### config.mk
export PLATFORM = sky130hd
export DESIGN_NAME = mem_port_arbiter_flat
export DESIGN_NICKNAME = d
export VERILOG_FILES = /design/src/rtl/mem_port_arbiter_pkg.sv /design/src/rtl/mem_port_arbiter_if.sv /design/src/rtl/mem_port_arbiter.sv /design/src/flat_wrapper.sv
export SDC_FILE = /design/constraint.sdc
export NUM_CORES = 1
export LEC_CHECK = 0
export ABC_CLOCK_PERIOD_IN_PS = 8300
export BUFFER_PORTS_ARGS = -buffer_cell sky130_fd_sc_hd__buf_2
export CORE_MARGIN = 2
export CORE_UTILIZATION = 25
export DETAILED_ROUTE_END_ITERATION = 10
export PLACE_DENSITY = 0.46
export SYNTH_ARGS = -nofsm -noshare
export SYNTH_HDL_FRONTEND = slang
export SYNTH_SLANG_ARGS = --single-unit
### constraint.sdc
create_clock -name clk -period 8.3 [get_ports clk]
set_input_delay 1.66 -clock clk [delete_from_list [all_inputs] [get_ports clk]]
set_output_delay 1.66 -clock clk [all_outputs]
set_load 0.01 [all_outputs]
### src/rtl/mem_port_arbiter_pkg.sv
// Shared definitions for the memory port arbiter: FSM states, owner
// encoding, default bus widths and the round-robin pick.
package mem_port_arbiter_pkg;

  localparam int DEF_ADDR_W = 16;
  localparam int DEF_DATA_W = 32;

  typedef enum logic [1:0] {
    IDLE   = 2'd0,
    ACCESS = 2'd1,
    DONE   = 2'd2
  } arb_state_t;

  typedef enum logic {
    OWN_IF = 1'b0,
    OWN_LS = 1'b1
  } owner_t;

  // Choose the requester to serve. On a tie the port that was not served
  // last wins. The caller only uses the result when a request is present.
  function automatic owner_t rr_pick(input logic if_req, input logic ls_req,
                                     input owner_t last_grant);
    if (if_req && ls_req)
      return (last_grant == OWN_LS) ? OWN_IF : OWN_LS;
    else if (ls_req)
      return OWN_LS;
    else
      return OWN_IF;
  endfunction

endpackage

### src/rtl/mem_port_arbiter_if.sv
// Requester and memory-side signals of the arbiter. The slave modport is
// the arbiter's view; the master modport is the view of the surrounding
// CPU and memory.
interface mem_port_arbiter_if
  import mem_port_arbiter_pkg::*;
#(
  parameter int ADDR_W = DEF_ADDR_W,
  parameter int DATA_W = DEF_DATA_W
) ();

  logic              if_req;
  logic [ADDR_W-1:0] if_addr;
  logic              if_done;
  logic              ls_req;
  logic              ls_we;
  logic [ADDR_W-1:0] ls_addr;
  logic [DATA_W-1:0] ls_wdata;
  logic              ls_done;
  logic [DATA_W-1:0] rd_data;
  logic              err;
  logic              busy;
  logic              mem_en;
  logic              mem_we;
  logic [ADDR_W-1:0] mem_addr;
  logic [DATA_W-1:0] mem_wdata;
  logic [DATA_W-1:0] mem_rdata;
  logic              mem_ready;

  modport slave (
    input  if_req, if_addr, ls_req, ls_we, ls_addr, ls_wdata, mem_rdata, mem_ready,
    output if_done, ls_done, rd_data, err, busy, mem_en, mem_we, mem_addr, mem_wdata
  );

  modport master (
    output if_req, if_addr, ls_req, ls_we, ls_addr, ls_wdata, mem_rdata, mem_ready,
    input  if_done, ls_done, rd_data, err, busy, mem_en, mem_we, mem_addr, mem_wdata
  );

endinterface

### src/rtl/mem_port_arbiter.sv
// Shares one single-ported memory between instruction fetch and load/store.
// One access at a time, round-robin on ties, hold-until-ready handshake,
// bounded wait with an error completion. Every output comes from a register.
module mem_port_arbiter
  import mem_port_arbiter_pkg::*;
#(
  parameter int ADDR_W  = DEF_ADDR_W,
  parameter int DATA_W  = DEF_DATA_W,
  parameter int TIMEOUT = 15
) (
  input logic               clk,
  input logic               reset,
  mem_port_arbiter_if.slave bus
);

  localparam int             CNT_W    = $clog2(TIMEOUT + 1);
  localparam logic [CNT_W-1:0] CNT_LAST = CNT_W'(TIMEOUT - 1);

  arb_state_t        state_reg, state_next;
  owner_t            owner_reg, owner_next;
  owner_t            last_grant_reg, last_grant_next;
  owner_t            grant;
  logic [CNT_W-1:0]  cnt_reg, cnt_next;
  logic              mem_en_reg, mem_en_next;
  logic              mem_we_reg, mem_we_next;
  logic [ADDR_W-1:0] mem_addr_reg, mem_addr_next;
  logic [DATA_W-1:0] mem_wdata_reg, mem_wdata_next;
  logic [DATA_W-1:0] rd_data_reg, rd_data_next;
  logic              err_reg, err_next;
  logic              busy_reg, busy_next;
  logic              if_done_reg, if_done_next;
  logic              ls_done_reg, ls_done_next;

  // FSM state register; reset drops any access in flight immediately.
  always_ff @(posedge clk or posedge reset) begin
    if (reset) state_reg <= IDLE;
    else       state_reg <= state_next;
  end

  // Next state and next values of every registered output.
  always_comb begin
    state_next      = state_reg;
    owner_next      = owner_reg;
    last_grant_next = last_grant_reg;
    grant           = OWN_IF;
    cnt_next        = cnt_reg;
    mem_en_next     = mem_en_reg;
    mem_we_next     = mem_we_reg;
    mem_addr_next   = mem_addr_reg;
    mem_wdata_next  = mem_wdata_reg;
    rd_data_next    = rd_data_reg;
    err_next        = err_reg;
    busy_next       = busy_reg;
    if_done_next    = 1'b0;
    ls_done_next    = 1'b0;
    case (state_reg)
      IDLE: begin
        if (bus.if_req || bus.ls_req) begin
          grant          = rr_pick(bus.if_req, bus.ls_req, last_grant_reg);
          owner_next     = grant;
          mem_en_next    = 1'b1;
          mem_we_next    = (grant == OWN_LS) && bus.ls_we;
          mem_addr_next  = (grant == OWN_LS) ? bus.ls_addr : bus.if_addr;
          mem_wdata_next = (grant == OWN_LS) ? bus.ls_wdata : '0;
          cnt_next       = '0;
          busy_next      = 1'b1;
          err_next       = 1'b0;
          state_next     = ACCESS;
        end
      end
      ACCESS: begin
        if (bus.mem_ready) begin
          if (!mem_we_reg) rd_data_next = bus.mem_rdata;
          err_next     = 1'b0;
          mem_en_next  = 1'b0;
          if_done_next = (owner_reg == OWN_IF);
          ls_done_next = (owner_reg == OWN_LS);
          state_next   = DONE;
        end else if (cnt_reg == CNT_LAST) begin
          // Memory never answered: complete with an error and no data.
          rd_data_next = '0;
          err_next     = 1'b1;
          mem_en_next  = 1'b0;
          if_done_next = (owner_reg == OWN_IF);
          ls_done_next = (owner_reg == OWN_LS);
          state_next   = DONE;
        end else begin
          cnt_next = cnt_reg + 1'b1;
        end
      end
      DONE: begin
        last_grant_next = owner_reg;
        busy_next       = 1'b0;
        err_next        = 1'b0;
        state_next      = IDLE;
      end
      default: state_next = IDLE;
    endcase
  end

  // Output and bookkeeping registers.
  always_ff @(posedge clk or posedge reset) begin
    if (reset) begin
      owner_reg      <= OWN_IF;
      last_grant_reg <= OWN_LS;
      cnt_reg        <= '0;
      mem_en_reg     <= 1'b0;
      mem_we_reg     <= 1'b0;
      mem_addr_reg   <= '0;
      mem_wdata_reg  <= '0;
      rd_data_reg    <= '0;
      err_reg        <= 1'b0;
      busy_reg       <= 1'b0;
      if_done_reg    <= 1'b0;
      ls_done_reg    <= 1'b0;
    end else begin
      owner_reg      <= owner_next;
      last_grant_reg <= last_grant_next;
      cnt_reg        <= cnt_next;
      mem_en_reg     <= mem_en_next;
      mem_we_reg     <= mem_we_next;
      mem_addr_reg   <= mem_addr_next;
      mem_wdata_reg  <= mem_wdata_next;
      rd_data_reg    <= rd_data_next;
      err_reg        <= err_next;
      busy_reg       <= busy_next;
      if_done_reg    <= if_done_next;
      ls_done_reg    <= ls_done_next;
    end
  end

  assign bus.mem_en    = mem_en_reg;
  assign bus.mem_we    = mem_we_reg;
  assign bus.mem_addr  = mem_addr_reg;
  assign bus.mem_wdata = mem_wdata_reg;
  assign bus.rd_data   = rd_data_reg;
  assign bus.err       = err_reg;
  assign bus.busy      = busy_reg;
  assign bus.if_done   = if_done_reg;
  assign bus.ls_done   = ls_done_reg;

endmodule

### src/flat_wrapper.sv
// flat-port wrapper written by rule: the top's interface ports become plain ports
module mem_port_arbiter_flat import mem_port_arbiter_pkg::*;
#(
  parameter int ADDR_W  = DEF_ADDR_W,
  parameter int DATA_W  = DEF_DATA_W,
  parameter int TIMEOUT = 15
)
  (clk, reset, bus_if_req, bus_if_addr, bus_ls_req, bus_ls_we, bus_ls_addr, bus_ls_wdata, bus_mem_rdata, bus_mem_ready, bus_if_done, bus_ls_done, bus_rd_data, bus_err, bus_busy, bus_mem_en, bus_mem_we, bus_mem_addr, bus_mem_wdata);
  mem_port_arbiter_if #(.ADDR_W(ADDR_W), .DATA_W(DATA_W)) bus_i ();
  input logic clk;
  input logic reset;
  input wire logic [$bits(bus_i.if_req)-1:0] bus_if_req;
  input wire logic [$bits(bus_i.if_addr)-1:0] bus_if_addr;
  input wire logic [$bits(bus_i.ls_req)-1:0] bus_ls_req;
  input wire logic [$bits(bus_i.ls_we)-1:0] bus_ls_we;
  input wire logic [$bits(bus_i.ls_addr)-1:0] bus_ls_addr;
  input wire logic [$bits(bus_i.ls_wdata)-1:0] bus_ls_wdata;
  input wire logic [$bits(bus_i.mem_rdata)-1:0] bus_mem_rdata;
  input wire logic [$bits(bus_i.mem_ready)-1:0] bus_mem_ready;
  output wire logic [$bits(bus_i.if_done)-1:0] bus_if_done;
  output wire logic [$bits(bus_i.ls_done)-1:0] bus_ls_done;
  output wire logic [$bits(bus_i.rd_data)-1:0] bus_rd_data;
  output wire logic [$bits(bus_i.err)-1:0] bus_err;
  output wire logic [$bits(bus_i.busy)-1:0] bus_busy;
  output wire logic [$bits(bus_i.mem_en)-1:0] bus_mem_en;
  output wire logic [$bits(bus_i.mem_we)-1:0] bus_mem_we;
  output wire logic [$bits(bus_i.mem_addr)-1:0] bus_mem_addr;
  output wire logic [$bits(bus_i.mem_wdata)-1:0] bus_mem_wdata;
  assign bus_i.if_req = bus_if_req;
  assign bus_i.if_addr = bus_if_addr;
  assign bus_i.ls_req = bus_ls_req;
  assign bus_i.ls_we = bus_ls_we;
  assign bus_i.ls_addr = bus_ls_addr;
  assign bus_i.ls_wdata = bus_ls_wdata;
  assign bus_i.mem_rdata = bus_mem_rdata;
  assign bus_i.mem_ready = bus_mem_ready;
  assign bus_if_done = bus_i.if_done;
  assign bus_ls_done = bus_i.ls_done;
  assign bus_rd_data = bus_i.rd_data;
  assign bus_err = bus_i.err;
  assign bus_busy = bus_i.busy;
  assign bus_mem_en = bus_i.mem_en;
  assign bus_mem_we = bus_i.mem_we;
  assign bus_mem_addr = bus_i.mem_addr;
  assign bus_mem_wdata = bus_i.mem_wdata;
  mem_port_arbiter #(.ADDR_W(ADDR_W), .DATA_W(DATA_W), .TIMEOUT(TIMEOUT)) u_core (.clk(clk), .reset(reset), .bus(bus_i));
endmodule
## Yosys cells after proc, flatten, opt, wreduce, memory -nomap -nowiden

Index checks and enable logic that the tools add are counted.

| cells by class | value |
|---|---|
| add/sub/neg operators | 1 |
| eq/ne operators | 8 |
| mux-type cells | 33 |
| bitwise logic cells | 1 |
| reductions and logical operators | 15 |

Operators by type and width:

| cell | number |
|---|---|
| 32-bit 2-to-1 mux | 4 |
| 1-bit 2-to-1 mux | 17 |
| 16-bit 2-to-1 mux | 1 |
| 4-bit 2-to-1 mux | 3 |
| 3-bit AND reduction | 3 |
| 4-bit case mux with 2 select lines | 1 |
| 2-bit 2-to-1 mux | 3 |
| 2-bit inequality test (second input constant) | 3 |
| 2-bit AND reduction | 3 |
| 2-bit nonzero test | 3 |
| 4-bit by 1-bit adder with 4-bit output (second input constant) | 1 |
| 4-bit == test (second input constant) | 1 |
| 1-bit case mux with 2 select lines | 2 |
| 2-bit case mux with 2 select lines | 1 |
| 4-bit AND reduction | 1 |
| 3-bit by 2-bit inequality test with 1-bit output (second input constant) | 1 |
| 1-bit case mux with 3 select lines | 1 |
| 3-bit nonzero test | 1 |
| 2-bit by 1-bit == test with 1-bit output (second input constant) | 1 |
| 2-bit == test (second input constant) | 1 |
| 1-bit logical AND | 2 |
| 2-bit logical NOT | 1 |
| 2-bit by 1-bit inequality test with 1-bit output (second input constant) | 1 |
| 1-bit logical OR | 1 |
| 1-bit NOT | 1 |

| word-level totals | value |
|---|---|
| flip-flop bits (word level) | 94 |
| input bits | 102 |
| output and inout port bits | 86 |
| word-level logic and storage cells | 71 |

## Longest topological paths before layout

| logic depth | value |
|---|---|
| word-level depth | 5 |
| depth in mapped cells | 7 |
| gate-level depth less buffers | 5 |

## Worst setup path after synthesis

Ideal clock, no wire load.

| timing | value |
|---|---|
| path type | input-to-reg |
| start | in bus_ls_req |
| end | reg u_core.mem_addr_reg[9] (netlist: u_core.bus.mem_addr[9]) |
| library setup time | 0.125 ns |
| arrival | 2.755 ns |
| data required time | 8.175 ns |
| path slack | 5.420 ns |
| cell stages on the path | 4 |
| cell sequence | a21boi_2 buf_4 mux2_2 mux2_2 |

| between the ends | value |
|---|---|
| cells in the longest elaborated chain, start to end | 5 |

RTL lines:

| what | line | text |
|---|---|---|
| from (decl) | flat_wrapper.sv:14 | `input wire logic [$bits(bus_i.ls_req)-1:0] bus_ls_req;` |
| 1-bit 2-to-1 mux or 1-bit logical AND (tied branches) | mem_port_arbiter_pkg.sv:25, mem_port_arbiter_pkg.sv:23 |  |
| 1-bit 2-to-1 mux | mem_port_arbiter_pkg.sv:23 | `if (if_req && ls_req)` |
| 1-bit 2-to-1 mux | mem_port_arbiter.sv:58 | `if (bus.if_req \|\| bus.ls_req) begin` |
| 1-bit 2-to-1 mux | mem_port_arbiter.sv:56 | `case (state_reg)` |
| 16-bit 2-to-1 mux | mem_port_arbiter.sv:63 | `mem_addr_next = (grant == OWN_LS) ? bus.ls_addr : bus.if_addr;` |
| to (signal assigned) | mem_port_arbiter.sv:122 | `mem_addr_reg <= mem_addr_next;` |
| to (decl) | mem_port_arbiter.sv:26 | `logic [ADDR_W-1:0] mem_addr_reg, mem_addr_next;` |

Several ways; a longest one is shown, not always the timed one. The select of a mux whose other input is x is not followed.
A chain may end at the register's enable or synchronous reset.

## Worst setup path after layout

| timing | value |
|---|---|
| start | in bus_ls_req |
| end | reg u_core.mem_wdata_reg[10] (netlist: u_core.bus.mem_wdata[10]) |

| between the ends | value |
|---|---|
| cells in the longest elaborated chain, start to end | 5 |

RTL lines:

| what | line | text |
|---|---|---|
| 1-bit 2-to-1 mux or 1-bit logical AND (tied branches) | mem_port_arbiter_pkg.sv:25, mem_port_arbiter_pkg.sv:23 |  |
| 1-bit 2-to-1 mux | mem_port_arbiter_pkg.sv:23 |  |
| 1-bit 2-to-1 mux | mem_port_arbiter.sv:58 |  |
| 1-bit 2-to-1 mux | mem_port_arbiter.sv:56 |  |
| 32-bit 2-to-1 mux | mem_port_arbiter.sv:64 | `mem_wdata_next = (grant == OWN_LS) ? bus.ls_wdata : '0;` |
| to (signal assigned) | mem_port_arbiter.sv:123 | `mem_wdata_reg <= mem_wdata_next;` |
| to (decl) | mem_port_arbiter.sv:27 | `logic [DATA_W-1:0] mem_wdata_reg, mem_wdata_next;` |

Several ways; a longest one is shown, not always the timed one. The select of a mux whose other input is x is not followed.

==> metrics.csv <==
stage;metric;value;unit
floorplan;die_h;127;um
sta;rsz0062_at_grt;false;
clock_tree;cts_tree;yes;
worst_setup_path;endpoint_kind;flip-flop;
clock_tree;clk_path_buf_depth;2;
synth;synthFlopType;dfrtp_1;
floorplan;die-area;0.0162;sq mm
pwr;ir_drop;0.000119;V
sta;timing.final.crit_share;36.8;%
clock_tree;cts.sink_count;94;
placement;place_congestion;0.749;
synth;synth.distinct_cells;39;
synth;syn_nets;370;
run_status;status;complete, no violations;
sta;slew-limit-headroom;20.3;%
synth;synth-async-reset-ratio;100;%
pwr;fin_total_pwr;1940;uW
synth;ys_seq_elements;94;
global_routing;grt_pass1_vias;2981;
clock_tree;cts_setup_buffers;0;
routing;drc;0;
clock_tree;cts-root-buf;clkbuf_16;
floorplan;core_area;0.0150;sq mm
routing;drt-wirelength-per-cell;14.4;um
sta;hold_slack;0.460;ns
final_layout;post_route_cells_drive_above_1_share;53.9;%
worst_setup_path;crit_type;in2reg;
global_routing;grt_usage;12.0;%
synth;synth_edf_count;0;
pwr;p_per_area;378;mW/mm^2
routing;wl;9260;um
routing;avgViaCountPerCell;4.47;
worst_setup_path;startpoint_type;input port;
sta;layout_min_cycle_time;3.06;ns
global_routing;grt-ovfl-total;0;
placement;dp_hpwl;6440;um
sta;finalSetupViolations;0;
final_layout;antennaDiodeCount;0;
global_routing;grt_pass1_wl;15200;um
placement;portBuffers;187;
routing;detail-route-antenna-nets;0;
synth;syn_area_per_cell;14.3;sq um
clock_tree;clock_latency;0.34;ns
clock_tree;clk_transition_reported_paths;0.06;ns
pwr;cellLeakagePower;0.00264;uW
sta;slew_viol_final;0;
floorplan;fp.dieW;127;um
sta;finalClockSkew;0.00528;ns
worst_setup_path;crit_arrival;3.33;ns
floorplan;start_util;25.2;%
sta;fmax;327;MHz
routing;drt_iter0_drc;133;
floorplan;rows;45;
global_routing;grt_start_max_net_pins;66;
final_layout;fillCellCount;1516;
flow_run;max_cap_violations;0;
synth;syn_inst;266;
clock_tree;cts_buffers;9;
synth;synth_area;0.00379;sq mm
clock_tree;htreeDepth;3;
sta;final.setup.tns;0;ns
clock_tree;hold_buffers;0;
global_routing;antenna_found_initial;1;
final_layout;nets;552;
floorplan;io_pins;188;
sta;worst_pin_slew;1.19;ns
worst_setup_path;cp_max_fo;34;
worst_setup_path;required;8.58;ns
routing;drtPass1Iterations;4;
final_layout;areaGrowthSynthToFinish;35.4;%
final_layout;final_cell_mix;187 x buf_2, 93 x dfrtp_1, 60 x a22o_1;
routing;vias;2865;
worst_hold_path;worstHoldPathType;reg2reg;
sta;finalHoldViolCount;0;
synth;synth-warning-count;0;
final_layout;final_common_cell;buf_2;
clock_tree;cts_resized;0;
synth;synth_seq_area_share;62.1;%
==> cells in the mapped netlist (2+ instances only) <==
library cell / instances / area, sq um
a22o_1: 60 / 526
dfrtp_1: 93 / 2330
nand2_1: 2 / 7.51
buf_2: 6 / 30.0
ha_1: 2 / 25.0
nor2_1: 4 / 15.0
o2bb2ai_1: 5 / 43.8
nand2b_1: 2 / 12.5
buf_4: 5 / 37.5
o21ai_0: 4 / 20.0
nor2b_1: 7 / 43.8
inv_1: 7 / 26.3
clkbuf_1: 2 / 7.51
a21o_1: 2 / 15.0
buf_6: 5 / 56.3
mux2_2: 32 / 360
a22oi_1: 6 / 45.0
==> critical path, stage by stage <==
cell and delay, ns:
buf_2 0.11, nor2_1 0.29, or2_1 0.96, a22o_1 0.28
==> cell families after synthesis <==
group,after synthesis,share of synthesized area [%]
buffers and inverters,25,4.16
muxes,33,9.77
DFF,94,62.1
AOI/OAI and AO/OA,86,19.1
adders and majority gates,2,0.660
and+or+nand+nor,26,4.22
==> layout make-up <==
cell class / count / area (sq um) / share of cell area, %
sequential: 94 / 2350 / 45.8
inverter: 7 / 28.8 / 0.560
timing repair buffer: 189 / 951 / 18.5
tap: 188 / 235 / 4.58
clock buffer: 12 / 236 / 4.61
clock inverter: 4 / 47.5 / 0.926
multi-input combinational: 147 / 1280 / 25.0
==> where the power goes <==
part | internal (uW) | total, uW | switching [uW]
sequential | 673 | 803 | 130
combinational | 366 | 738 | 372
clock | 233 | 399 | 166
total | 1270 | 1940 | 669
==> stage by stage <==
step | instance area (sq um) | cells | util [%] | setup WS [ns]
floorplan | 3790 | 266 | - | 4.19
global placement | 4850 | 625 | 32.3 | 4.90
detailed placement | 4850 | 625 | 32.3 | 4.82
CTS | 5130 | 641 | 34.2 | 5.19
global route | 5130 | 641 | 34.2 | 5.04
finish | 5130 | 641 | 34.2 | 5.24
==> routing by layer <==
metal  part of all wire (%)  vias up  routed length (um)  GRT usage (%)
met5                   0.14        -                  13              0
met4                    1.1        2                  98           3.81
met2                     49       96                4530           19.9
li1                       -     1358                   -              -
met3                    5.9        8                 549           4.52
met1                     44     1401                4070           14.6
==> path summary, 6_finish.rpt <==
| check | from | to | slack [ns] | depth (start not counted) |
|---|---|---|---|---|
| max | bus_ls_req | u_core.bus.mem_wdata[10] | 5.24 | 4 |
| min in group asynchronous | reset | u_core.bus.rd_data[21] | 1.30 | 2 |
| min reg2reg | u_core.owner_reg | u_core.bus.if_done | 0.46 | 1 |
| min | u_core.owner_reg | u_core.bus.if_done | 0.46 | 1 |
| max in group asynchronous | reset | u_core.bus.rd_data[0] | 5.83 | 3 |
| max reg2reg | u_core.state_reg[0] | u_core.bus.rd_data[24] | 5.96 | 3 |
Power figures use the tool's default switching activity.
